### config.mk
export PLATFORM = sky130hd
export DESIGN_NAME = regfile_write_ctrl
export DESIGN_NICKNAME = d
export VERILOG_FILES = /design/src/rtl/regfile_write_ctrl.sv
export SDC_FILE = /design/constraint.sdc
export NUM_CORES = 1
export LEC_CHECK = 0
export ABC_CLOCK_PERIOD_IN_PS = 4300
export CAP_MARGIN = 0
export CORE_MARGIN = 4
export CORE_UTILIZATION = 30
export CTS_CLUSTER_DIAMETER = 60
export CTS_CLUSTER_SIZE = 30
export DETAILED_ROUTE_END_ITERATION = 8
export PLACE_DENSITY = 0.72
export SLEW_MARGIN = 25
export SYNTH_ARGS = -nofsm -noshare
export SYNTH_HDL_FRONTEND = slang
export SYNTH_SLANG_ARGS = --single-unit
### constraint.sdc
create_clock -name clock -period 4.3 [get_ports clock]
set_input_delay 0.43 -clock clock [delete_from_list [all_inputs] [get_ports clock]]
set_output_delay 0.43 -clock clock [all_outputs]
set_load 0.1 [all_outputs]
### src/rtl/regfile_write_ctrl.sv
// Write-port controller: arbitrates ALU/LOAD/MUL write-backs onto the register file port and tracks pending writes.
// Latency: combinational ack; regwrite/write_reg/write_data/flags registered one cycle after the grant edge.
// Backpressure: losing requesters hold req with ack low; issue is held off (issue_ready low) while a RAW/WAW hazard exists.
//
// Optional feature macro: RR_ARB_EN
//   defined   -> round-robin arbitration ALU->LOAD->MUL->ALU, with a 2-bit pointer.
//   undefined -> fixed priority LOAD > ALU > MUL, with no pointer state.
//
// Ports:
//   clock, reset                       rising-edge clock, asynchronous active-high reset
//   {alu,ld,mul}_req/_rd/_data/_ack    write-back requesters (ack is a combinational grant)
//   alu_flag_we, alu_nzcv              ALU flag update request
//   issue_valid/_wr/_rd/_rs1/_rs2      decode issue interface
//   issue_ready, stall                 hazard result for the presented instruction
//   regwrite, write_reg, write_data    registered register-file write port
//   negative/zero/carry/overflow_flag  registered, held NZCV into the register file
//   busy                               pending-write scoreboard (debug)
module regfile_write_ctrl #(
    parameter int NREG   = 16,
    parameter int RNUM_W = 4
) (
    input  logic              clock,
    input  logic              reset,

    input  logic              alu_req,
    input  logic [RNUM_W-1:0] alu_rd,
    input  logic [31:0]       alu_data,
    input  logic              alu_flag_we,
    input  logic [3:0]        alu_nzcv,
    output logic              alu_ack,

    input  logic              ld_req,
    input  logic [RNUM_W-1:0] ld_rd,
    input  logic [31:0]       ld_data,
    output logic              ld_ack,

    input  logic              mul_req,
    input  logic [RNUM_W-1:0] mul_rd,
    input  logic [31:0]       mul_data,
    output logic              mul_ack,

    input  logic              issue_valid,
    input  logic              issue_wr,
    input  logic [RNUM_W-1:0] issue_rd,
    input  logic [RNUM_W-1:0] issue_rs1,
    input  logic [RNUM_W-1:0] issue_rs2,
    output logic              issue_ready,
    output logic              stall,

    output logic              regwrite,
    output logic [31:0]       write_reg,
    output logic [31:0]       write_data,
    output logic              negative_flag,
    output logic              zero_flag,
    output logic              carry_flag,
    output logic              overflow_flag,
    output logic [NREG-1:0]   busy
);

    // Requester indices, also the encoding of the round-robin pointer.
    localparam logic [1:0] REQ_ALU = 2'd0;
    localparam logic [1:0] REQ_LD  = 2'd1;
    localparam logic [1:0] REQ_MUL = 2'd2;

    logic              w_gnt_alu;
    logic              w_gnt_ld;
    logic              w_gnt_mul;
    logic              w_any_gnt;
    logic [RNUM_W-1:0] w_gnt_rd;
    logic [31:0]       w_gnt_data;

    logic [NREG-1:0]   r_busy;
    logic [NREG-1:0]   w_set_mask;
    logic [NREG-1:0]   w_clr_mask;
    logic              w_issue_fire;

`ifdef RR_ARB_EN
    // Pointer names the requester searched first; it moves to the one after
    // each winner, so a requester waits behind at most the other two.
    logic [1:0] r_rr_ptr;

    always_comb begin
        w_gnt_alu = 1'b0;
        w_gnt_ld  = 1'b0;
        w_gnt_mul = 1'b0;
        case (r_rr_ptr)
            REQ_ALU: begin
                if (alu_req)      w_gnt_alu = 1'b1;
                else if (ld_req)  w_gnt_ld  = 1'b1;
                else if (mul_req) w_gnt_mul = 1'b1;
            end
            REQ_LD: begin
                if (ld_req)       w_gnt_ld  = 1'b1;
                else if (mul_req) w_gnt_mul = 1'b1;
                else if (alu_req) w_gnt_alu = 1'b1;
            end
            default: begin
                if (mul_req)      w_gnt_mul = 1'b1;
                else if (alu_req) w_gnt_alu = 1'b1;
                else if (ld_req)  w_gnt_ld  = 1'b1;
            end
        endcase
    end

    always_ff @(posedge clock or posedge reset) begin
        if (reset) begin
            r_rr_ptr <= REQ_ALU;
        end else if (w_gnt_alu) begin
            r_rr_ptr <= REQ_LD;
        end else if (w_gnt_ld) begin
            r_rr_ptr <= REQ_MUL;
        end else if (w_gnt_mul) begin
            r_rr_ptr <= REQ_ALU;
        end
    end
`else
    // Fixed priority: LOAD first, then ALU, then MUL.
    always_comb begin
        w_gnt_ld  = ld_req;
        w_gnt_alu = alu_req & ~ld_req;
        w_gnt_mul = mul_req & ~ld_req & ~alu_req;
    end
`endif

    // No grant may be seen while reset is held, even with requests high.
    assign alu_ack = w_gnt_alu & ~reset;
    assign ld_ack  = w_gnt_ld  & ~reset;
    assign mul_ack = w_gnt_mul & ~reset;

    assign w_any_gnt = alu_ack | ld_ack | mul_ack;

    always_comb begin
        w_gnt_rd   = alu_rd;
        w_gnt_data = alu_data;
        if (ld_ack) begin
            w_gnt_rd   = ld_rd;
            w_gnt_data = ld_data;
        end else if (mul_ack) begin
            w_gnt_rd   = mul_rd;
            w_gnt_data = mul_data;
        end
    end

    // Write stage: enable pulses per grant, address/data hold between grants.
    always_ff @(posedge clock or posedge reset) begin
        if (reset) begin
            regwrite   <= 1'b0;
            write_reg  <= 32'd0;
            write_data <= 32'd0;
        end else begin
            regwrite <= w_any_gnt;
            if (w_any_gnt) begin
                write_reg  <= {{(32-RNUM_W){1'b0}}, w_gnt_rd};
                write_data <= w_gnt_data;
            end
        end
    end

    // Only an ALU grant carrying a flag update changes NZCV.
    always_ff @(posedge clock or posedge reset) begin
        if (reset) begin
            negative_flag <= 1'b0;
            zero_flag     <= 1'b0;
            carry_flag    <= 1'b0;
            overflow_flag <= 1'b0;
        end else if (alu_ack && alu_flag_we) begin
            negative_flag <= alu_nzcv[3];
            zero_flag     <= alu_nzcv[2];
            carry_flag    <= alu_nzcv[1];
            overflow_flag <= alu_nzcv[0];
        end
    end

    // Hazard detection against the pending-write bitmap.
    assign stall       = r_busy[issue_rs1] | r_busy[issue_rs2] | (issue_wr & r_busy[issue_rd]);
    assign issue_ready = issue_valid & ~stall;

    assign w_issue_fire = issue_ready & issue_wr;
    assign w_set_mask   = w_issue_fire ? ({{(NREG-1){1'b0}}, 1'b1} << issue_rd) : '0;
    assign w_clr_mask   = w_any_gnt    ? ({{(NREG-1){1'b0}}, 1'b1} << w_gnt_rd) : '0;

    // Clear is applied before set so a same-edge issue to the granted
    // register leaves it pending for the newer writer.
    always_ff @(posedge clock or posedge reset) begin
        if (reset) begin
            r_busy <= '0;
        end else begin
            r_busy <= (r_busy & ~w_clr_mask) | w_set_mask;
        end
    end

    assign busy = r_busy;

endmodule

==> metrics <==
status completed; placed instance area roughly 5800 um^2; DRC viols 0; Tot Pwr 3.15 mW; syn avg cell area between 8 and 9 um^2; distinct cell type count after synthesis 50; hold crit path type reg2reg; post-synth top area cell dfrtp_1; via count approximately 3900; layout cells sized above 1 0.0687; LEAKAGE about 2.5 nW; Required @ worst endpoint 3870 ps; initial antenna violation count 0; Setup WS pre-CTS about 1200 ps; f_max around 0.32 GHz; IO Count about 220; chip height ~120 um; Final ANT Viol Nets 0; Num Clock Sinks 57; H-tree levels 3; Flop pwr share 0.236; Net Sw Frac 0.499; sequential cell area between 1000 and 1500 um^2; CP max FO 19; Initial Utilization 0.308; Gate power share 0.531; RSZ-0062 raised after global routing false; nature of the critical path endpoint primary output; clock buffer depth 2; Synth Register Bits between 50 and 60; Clock power frac 0.233; most frequent cells in the layout clkdlybuf4s50_1, dfrtp_1, nand2_1; largest net degree at the start of global routing 66; Worst setup SP type input port; Post-synth ARST share 1.00; total global-route track usage 0.158; post-synthesis cell count approximately 440; cts repair resizes 0; Power Dens Cells around 520 nW/um^2; Max-slew headroom 0.298; final instance area slightly above 6000 um^2; antenna diode instance count 0; final critical-path required period 3130 ps; Max Clock Skew 6.21 ps; fillers ~1200; worst slew pin tran 1050 ps; WP data arrival about 2700 ps; Post-synth EDFFs 0; DPL Wire Length slightly below 10000 um; peak supply drop roughly 0.21 mV; CP Class in2out; Seq/Total Area, Yosys 0.366; Synth Warn # 0; setup bufs post-CTS 0; final worst slack 1170 ps; top area cells in the synthesized netlist dfrtp_1, mux2i_1, buf_4; DRT Wirelength between 10000 and 15000 um; post-route clock period utilization 0.729; final core occ 0.481; TritonRoute pass-1 iters 4; Worst-path clk slew approximately 50 ps; vias in the first global route about 4000; initial DRC count between 150 and 200; Max-cap violations 0; global-route wire length before repair ~19000 um; Total Neg Setup Slack 0 ps; Wirelength per Cell between 15 and 20 um; internal cell power approximately 1.6 mW; Hold Vio Cnt, Final 0; endpoints failing setup 0; commonest non-fill, non-tap cell in the layout clkdlybuf4s50_1; area of the multi-input gates 2160 um^2; Synth top area share 0.366; cts bufs inserted 9; # port buffers a little under 200; Largest register FFs 32; core region area 12700 um^2; main flop type after synthesis dfrtp_1; Final Max Slew Viols 0; worst-skew pair later-pin latency 320 ps; GP Congestion 0.848; FP Rows 41; Die ar. 14900 um^2; grt ovf 0; Die Wd ~120 um; post-synthesis cell area approximately 4000 um^2; vias per cell slightly below 5; total net switching power roughly 1.6 mW; CTS root buffer clkbuf_16; TritonCTS clock tree yes; Nets between 700 and 800; Post-CTS Hold Fix Bufs 0; Layout area overhead 56.4%
-- power by group through the flow --
| stage | clock network, mW | registers, mW | logic (mW) |
|---|---|---|---|
| floorplan | 0 | 1.49 | 0.507 |
| global placement | 0 | 0.746 | 1.67 |
| detailed placement | 0 | 0.751 | 1.68 |
| CTS | 0.754 | 0.743 | 1.68 |
| global route | 0.777 | 0.762 | 1.75 |
| finish | 0.734 | 0.743 | 1.67 |
-- metal layers --
layer | vias up | wire length, um | global-route usage
met5 | - | 0 | 0
met4 | 0 | 228 | 0.0483
met3 | 16 | 1110 | 0.0511
met2 | 181 | 6300 | 0.281
met1 | 1790 | 4500 | 0.180
li1 | 1873 | - | -
-- synthesized netlist by cell type, types with 2 or more instances --
library cell	count
nor4b_1	3
nor3_1	7
o211ai_1	5
buf_4	28
and3_1	2
clkbuf_1	14
mux4_1	6
inv_1	3
nor2_1	41
o21ai_0	31
buf_6	3
nor3b_1	5
a21oi_1	39
mux2_2	7
mux2i_1	43
and3b_1	2
nand2_1	49
buf_12	3
buf_2	8
o21ai_1	37
nand4_1	2
nor2b_1	3
nand2b_1	8
a211oi_1	2
nand3_1	8
dfrtp_1	57
mux4_2	2
-- kinds of logic (layout without fill, tap and decap cells) --
kind of cell           Yosys count  after routing  share of synthesized area
flip-flops                      57             57                      0.366
AO/OA/AOI/OAI                  122            122                      0.167
other                            1             28                   0.000961
AND/OR/NAND/NOR                142            142                      0.177
buffers and inverters           61            219                      0.106
multiplexers                    58             58                      0.182
-- final timing paths --
path / startpoint / slack, ps / depth (start not counted) / to
setup / recovery: issue_rd[1] / 1170 / 7 / stall
hold / removal: write_reg[0] / 480 / 2 / write_reg[0]
setup reg to reg: busy[9] / 2390 / 6 / busy[2]
hold reg to reg: write_reg[0] / 480 / 2 / write_reg[0]
max in group asynchronous: reset / 2750 / 3 / busy[9]
min in group asynchronous: reset / 700 / 2 / zero_flag
-- layout make-up --
type,instances,share of cell area
clock inverter,4,0.00820
timing repair buffer,199,0.322
tap,172,0.0353
inverter,4,0.00246
clock buffer,12,0.0437
multi-input combinational,350,0.354
sequential,57,0.234
-- critical path, cell delays in order --
cell and delay, ps:
clkdlybuf4s50_1 920, nor3_1 200, nand2b_1 120, nand3b_1 90
o31a_2 350, nand2_2 250, buf_4 350
-- metrics by stage --
| step | instances | hold WS (ps) |
|---|---|---|
| 5_1_grt | 798 | 515 |
| 6_report | 798 | 480 |
| 3_5_place_dp | 782 | 470 |
| 3_3_place_gp | 782 | 466 |
| 2_1_floorplan | 468 | 580 |
| 4_1_cts | 798 | 482 |
Note: power is estimated with default switching activity, not from simulation.
